## src/rtl/vga_video_tx_if.sv

```systemverilog
// Pixel stream link between a frame producer and the VGA transmitter.
// The producer side uses the master modport and the transmitter uses the slave modport.
interface vga_video_tx_if;
    logic [23:0] pix_rgb;
    logic        pix_sof;
    logic        pix_valid;
    logic        pix_ready;

    modport master (
        output pix_rgb,
        output pix_sof,
        output pix_valid,
        input  pix_ready
    );

    modport slave (
        input  pix_rgb,
        input  pix_sof,
        input  pix_valid,
        output pix_ready
    );
endinterface

```

## src/rtl/vga_video_tx.sv

```systemverilog
// VGA transmitter: raster counters, registered sync/video outputs and a pull-style pixel interface.
// Underrun and start-of-frame misalignment are reported through sticky status flags.
module vga_video_tx #(
    parameter int unsigned HOR_ACT   = 640,
    parameter int unsigned HOR_FP    = 16,
    parameter int unsigned HOR_SYNC  = 96,
    parameter int unsigned HOR_BP    = 48,
    parameter int unsigned VERT_ACT  = 480,
    parameter int unsigned VERT_FP   = 11,
    parameter int unsigned VERT_SYNC = 2,
    parameter int unsigned VERT_BP   = 31,
    parameter logic        HSYNC_POL = 1'b0,
    parameter logic        VSYNC_POL = 1'b0
) (
    input  logic          pixel_clk,
    input  logic          rst,
    input  logic          en,
    input  logic          clr_status,
    vga_video_tx_if.slave pix,
    output logic [7:0]    r,
    output logic [7:0]    g,
    output logic [7:0]    b,
    output logic          hsync,
    output logic          vsync,
    output logic          de,
    output logic          frame_start,
    output logic          underrun,
    output logic          sync_err
);
    localparam logic [10:0] H_ACT  = 11'(HOR_ACT);
    localparam logic [10:0] H_SS   = 11'(HOR_ACT + HOR_FP);
    localparam logic [10:0] H_SE   = 11'(HOR_ACT + HOR_FP + HOR_SYNC);
    localparam logic [10:0] H_LAST = 11'(HOR_ACT + HOR_FP + HOR_SYNC + HOR_BP - 1);
    localparam logic [10:0] V_ACT  = 11'(VERT_ACT);
    localparam logic [10:0] V_SS   = 11'(VERT_ACT + VERT_FP);
    localparam logic [10:0] V_SE   = 11'(VERT_ACT + VERT_FP + VERT_SYNC);
    localparam logic [10:0] V_LAST = 11'(VERT_ACT + VERT_FP + VERT_SYNC + VERT_BP - 1);

    typedef enum logic {IDLE, RUN} state_e;

    state_e      state_q, state_d;
    logic [10:0] h_cnt_q, h_cnt_d;
    logic [10:0] v_cnt_q, v_cnt_d;
    logic [23:0] rgb_q, rgb_d;
    logic        hsync_q, hsync_d;
    logic        vsync_q, vsync_d;
    logic        de_q, de_d;
    logic        frame_start_q, frame_start_d;
    logic        underrun_q, underrun_d;
    logic        sync_err_q, sync_err_d;

    logic active, accept, at_origin, frame_end;

    always_comb begin
        active    = (state_q == RUN) && (h_cnt_q < H_ACT) && (v_cnt_q < V_ACT);
        at_origin = (h_cnt_q == '0) && (v_cnt_q == '0);
        frame_end = (h_cnt_q == H_LAST) && (v_cnt_q == V_LAST);
        pix.pix_ready = active && !rst;
        accept    = pix.pix_ready && pix.pix_valid;

        state_d       = state_q;
        h_cnt_d       = h_cnt_q;
        v_cnt_d       = v_cnt_q;
        rgb_d         = '0;
        de_d          = 1'b0;
        hsync_d       = ~HSYNC_POL;
        vsync_d       = ~VSYNC_POL;
        frame_start_d = 1'b0;

        case (state_q)
            IDLE: begin
                h_cnt_d = '0;
                v_cnt_d = '0;
                if (en) state_d = RUN;
            end
            RUN: begin
                if (h_cnt_q == H_LAST) begin
                    h_cnt_d = '0;
                    v_cnt_d = (v_cnt_q == V_LAST) ? '0 : v_cnt_q + 11'd1;
                end else begin
                    h_cnt_d = h_cnt_q + 11'd1;
                end
                // Leaving RUN is only allowed at the frame boundary so a frame is never truncated.
                if (frame_end && !en) state_d = IDLE;

                de_d          = active;
                rgb_d         = accept ? pix.pix_rgb : '0;
                hsync_d       = (h_cnt_q >= H_SS && h_cnt_q < H_SE) ? HSYNC_POL : ~HSYNC_POL;
                vsync_d       = (v_cnt_q >= V_SS && v_cnt_q < V_SE) ? VSYNC_POL : ~VSYNC_POL;
                frame_start_d = at_origin;
            end
            default: state_d = IDLE;
        endcase

        // New events win over a simultaneous clear.
        underrun_d = (active && !pix.pix_valid) || (underrun_q && !clr_status);
        sync_err_d = (accept && (pix.pix_sof != at_origin)) || (sync_err_q && !clr_status);
    end

    always_ff @(posedge pixel_clk) begin
        if (rst) begin
            state_q       <= IDLE;
            h_cnt_q       <= '0;
            v_cnt_q       <= '0;
            rgb_q         <= '0;
            de_q          <= 1'b0;
            hsync_q       <= ~HSYNC_POL;
            vsync_q       <= ~VSYNC_POL;
            frame_start_q <= 1'b0;
            underrun_q    <= 1'b0;
            sync_err_q    <= 1'b0;
        end else begin
            state_q       <= state_d;
            h_cnt_q       <= h_cnt_d;
            v_cnt_q       <= v_cnt_d;
            rgb_q         <= rgb_d;
            de_q          <= de_d;
            hsync_q       <= hsync_d;
            vsync_q       <= vsync_d;
            frame_start_q <= frame_start_d;
            underrun_q    <= underrun_d;
            sync_err_q    <= sync_err_d;
        end
    end

    assign {r, g, b}   = rgb_q;
    assign hsync       = hsync_q;
    assign vsync       = vsync_q;
    assign de          = de_q;
    assign frame_start = frame_start_q;
    assign underrun    = underrun_q;
    assign sync_err    = sync_err_q;
endmodule

```

## src/flat_wrapper.sv

```systemverilog
// flat-port wrapper written by rule: the top's interface ports become plain ports
module vga_video_tx_flat 
#(
    parameter int unsigned HOR_ACT   = 640,
    parameter int unsigned HOR_FP    = 16,
    parameter int unsigned HOR_SYNC  = 96,
    parameter int unsigned HOR_BP    = 48,
    parameter int unsigned VERT_ACT  = 480,
    parameter int unsigned VERT_FP   = 11,
    parameter int unsigned VERT_SYNC = 2,
    parameter int unsigned VERT_BP   = 31,
    parameter logic        HSYNC_POL = 1'b0,
    parameter logic        VSYNC_POL = 1'b0
)
  (pixel_clk, rst, en, clr_status, r, g, b, hsync, vsync, de, frame_start, underrun, sync_err, pix_pix_rgb, pix_pix_sof, pix_pix_valid, pix_pix_ready);
  vga_video_tx_if pix_i ();
  input  logic pixel_clk;
  input  logic rst;
  input  logic en;
  input  logic clr_status;
  output logic [7:0] r;
  output logic [7:0] g;
  output logic [7:0] b;
  output logic hsync;
  output logic vsync;
  output logic de;
  output logic frame_start;
  output logic underrun;
  output logic sync_err;
  input wire logic [$bits(pix_i.pix_rgb)-1:0] pix_pix_rgb;
  input wire logic [$bits(pix_i.pix_sof)-1:0] pix_pix_sof;
  input wire logic [$bits(pix_i.pix_valid)-1:0] pix_pix_valid;
  output wire logic [$bits(pix_i.pix_ready)-1:0] pix_pix_ready;
  assign pix_i.pix_rgb = pix_pix_rgb;
  assign pix_i.pix_sof = pix_pix_sof;
  assign pix_i.pix_valid = pix_pix_valid;
  assign pix_pix_ready = pix_i.pix_ready;
  vga_video_tx #(.HOR_ACT(HOR_ACT), .HOR_FP(HOR_FP), .HOR_SYNC(HOR_SYNC), .HOR_BP(HOR_BP), .VERT_ACT(VERT_ACT), .VERT_FP(VERT_FP), .VERT_SYNC(VERT_SYNC), .VERT_BP(VERT_BP), .HSYNC_POL(HSYNC_POL), .VSYNC_POL(VSYNC_POL)) u_core (.pixel_clk(pixel_clk), .rst(rst), .en(en), .clr_status(clr_status), .pix(pix_i), .r(r), .g(g), .b(b), .hsync(hsync), .vsync(vsync), .de(de), .frame_start(frame_start), .underrun(underrun), .sync_err(sync_err));
endmodule
```

## config.mk

```make
export PLATFORM = sky130hd
export DESIGN_NAME = vga_video_tx_flat
export DESIGN_NICKNAME = d
export VERILOG_FILES = /design/src/rtl/vga_video_tx_if.sv /design/src/rtl/vga_video_tx.sv /design/src/flat_wrapper.sv
export SDC_FILE = /design/constraint.sdc
export NUM_CORES = 1
export LEC_CHECK = 0
export ABC_CLOCK_PERIOD_IN_PS = 2600
export CORE_MARGIN = 4
export CORE_UTILIZATION = 45
export DETAILED_ROUTE_END_ITERATION = 10
export GPL_ROUTABILITY_DRIVEN = 1
export PLACE_DENSITY = 0.76
export SLEW_MARGIN = 25
export SYNTH_ARGS = -nofsm -noshare
export SYNTH_HDL_FRONTEND = slang
export SYNTH_SLANG_ARGS = --single-unit
```

## constraint.sdc

```tcl
create_clock -name pixel_clk -period 2.6 [get_ports pixel_clk]
set_clock_uncertainty 0.2 [all_clocks]
set_input_delay 0.65 -clock pixel_clk [delete_from_list [all_inputs] [get_ports pixel_clk]]
set_output_delay 0.65 -clock pixel_clk [all_outputs]
set_load 0.02 [all_outputs]
```

==> impl_metrics.toml <==
[global_routing]
met3_usage_pct = 5.220
antenna_found_initial = 0
met1_usage_pct = 24.93
grt-ovfl-total = 0
use_met2_pct = 27.05
grt_pass1_vias = 1807
grt_use_total_pct = 18.07
grt_max_degree = 16
grt_pass1_wl_um = 8694
grt-busiest-layer = "met2"

[yosys]
syn_area_per_cell_um2 = 9.441
synth_cell_types = 41
yosysWarnings = 0
netlist_area_mm2 = 0.002181
synth.net_count = 265
ys.flop_type = "dfxtp_1"
synth.area.top_cells = "dfxtp_1, and2_1, nand3_1, nor2_1, ha_1"
yosysMostFrequentCell = "dfxtp_1"
synth_top_area_share_pct = 48.65
synth_common_cells = "dfxtp_1, and2_1, nor2_1, nand3_1, inv_1"
synth_edf_count = 0
yosysSeqAreaShare_pct = 48.65
synthArstFlopShare_pct = 0
syn_inst = 231
synth_top_cell_by_area = "dfxtp_1"
synth-seq-cells = 53

[power]
irDropWorstVdd_mv = 0.2994
swShare_pct = 21.08
p_leak_uw = 0.001140
combPwrFrac_pct = 9.6
internal_power_uw = 1194
p_per_area_mw_per_mm2 = 499.5
clock_power_share_pct = 35.2
switchingPower_uw = 318.9
p_seq_share_pct = 55.2

[clock_tree]
insertion_delay_ns = 0.30
cts.sinks = 53
numCtsBuffers = 5
cts_max_path_buffers = 2
ctsHoldBuffers = 0
root_buffer = "clkbuf_8"
tritoncts = "yes"
path_clk_slew_ns = 0.08
cts_max_level = 2

[run]
cap_violations = 0

[route]
dr.first_iter.drc_count = 75
routedWlPerCell_um = 13.97
routed_wl_um = 5154
drc = 0
routed_via_density = 5.184
num_vias = 1913
ant_nets = 0
drtPass1Iterations = 4

[sta]
post-route-min-period_ns = 2.272
hold_violations = 0
finalCritPeriodShare_pct = 87.38
relSlewSlack_pct = 55.37
maxSlewViolCount = 0
tightest_slew_ns = 0.6638
rsz0062_at_grt = "false"
setup_ws_ns = 0.3280
setup_viol = 0
setup_tns_ns = 0
fmaxAchievable_mhz = 440.1

[worst_setup_path]
start_kind = "register"
arrival_ns = 1.42
worstPathMaxFanout = 4
critical_path_class = "reg2out"
cp-end-kind = "output pin"
cp_data_required_time_ns = 1.75

[layout]
final_core_util_pct = 64.11
area_growth_pct = 38.84
final_cells = 369
finalNetCount = 336
fillers = 421
insertedDiodeCount = 0
drive_gt1_share_pct = 9.603

[place]
dp_hpwl_um = 3936
gp_congestion = 0.8631
place_ws_ns = -0.4336
io_buffers = 60
dpl.cell_count = 361

[floorplan]
die_y_um = 77.62
fp.dieW_um = 77.62
die_area_mm2 = 0.006024
fp.coreArea_mm2 = 0.004723
boundaryPins = 61
initial_core_util_pct = 46.17
rows = 25

[hold_path]
hp-class = "reg2reg"

[run_status]
outcome = "completed"
[power by group through the flow]
stage	Combinational, uW	Sequential [uW]	Clock [uW]
floorplan	36.3	871	0
global placement	142	854	0
detailed placement	144	854	0
CTS	144	835	545
global route	156	838	590
finish	146	835	532
[final cells by class]
class                           instances  area [um2]  area share [%]
Tap cell                               67       83.83           2.769
Sequential cell                        53        1061           35.04
Inverter                               11       41.29           1.364
Timing Repair Buffer                   74       709.4           23.43
Clock buffer                            5       68.82           2.273
Clock inverter                          2       35.03           1.157
Multi-Input combinational cell        157        1028           33.97
[sequential cells by signal, indices dropped and copies added (netlist names)]
register            flops
u_core.de               1
u_core.frame_start      1
u_core.h_cnt_q         11
u_core.hsync            1
u_core.rgb_q           24
u_core.state_q          1
u_core.sync_err         1
u_core.underrun         1
u_core.v_cnt_q         11
u_core.vsync            1
[kinds of logic after synthesis]
| logic type | Yosys count | share of synthesized area (%) |
|---|---|---|
| xor gates and xnor gates | 9 | 3.614 |
| adders and majority gates | 4 | 2.295 |
| buffers and inverters | 21 | 4.418 |
| AOI/OAI and AO/OA | 30 | 9.467 |
| and+or+nand+nor | 114 | 31.56 |
| DFF | 53 | 48.65 |
[critical path: stages, from the launching register on]
cell,delay [ns]
dfxtp_1,0.31
o21ai_0,0.38
and4b_1,0.30
buf_6,0.13
[repair_timing]
action                                 in CTS  in global routing
buffers inserted                            0                  1
setup endpoints to repair                   1                  1
resized for setup                           5                  3
endpoints found under the hold margin       0                  0
pin swaps                                   0                  2
[through the flow]
| step | hold slack, ns | total power [uW] | area (um2) |
|---|---|---|---|
| floorplan | 0.2409 | 907.2 | 2181 |
| global placement | 0.2671 | 995.9 | 2908 |
| detailed placement | 0.2732 | 997.8 | 2908 |
| CTS | 0.2918 | 1524 | 3012 |
| global route | 0.3364 | 1584 | 3028 |
| finish | 0.2868 | 1513 | 3028 |
[per-layer routing]
metal,part of all wire [%],up-vias
met2,41,78
li1,-,963
met5,0,-
met1,49,867
met3,8.1,5
met4,1.2,0
[layout by cell type, fill, tap and decap left out, drive strengths merged, types with 4 or more instances in the layout]
cell | Yosys | layout
clkbuf | 6 | 5
nand3 | 13 | 13
nor4 | 6 | 6
nor3 | 9 | 9
buf | 4 | 15
and2 | 24 | 24
nand2 | 10 | 10
xnor2 | 5 | 5
nor2 | 14 | 14
dfxtp | 53 | 53
xor2 | 4 | 4
inv | 11 | 11
o21ai | 8 | 8
nand4 | 8 | 8
or3 | 8 | 8
ha | 4 | 4
a21oi | 7 | 7
clkdlybuf4s50 | 0 | 58
[worst paths after layout]
kind                       endpoint               from  slack (ns)  cells after the start
setup / recovery      pix_pix_ready  u_core.h_cnt_q[7]        0.33                      3
hold reg to reg   u_core.h_cnt_q[0]  u_core.h_cnt_q[0]        0.29                      1
setup reg to reg     u_core.state_q  u_core.v_cnt_q[4]        0.41                      4
hold / removal    u_core.h_cnt_q[0]  u_core.h_cnt_q[0]        0.29                      1
(Power assumes the default switching activity.)
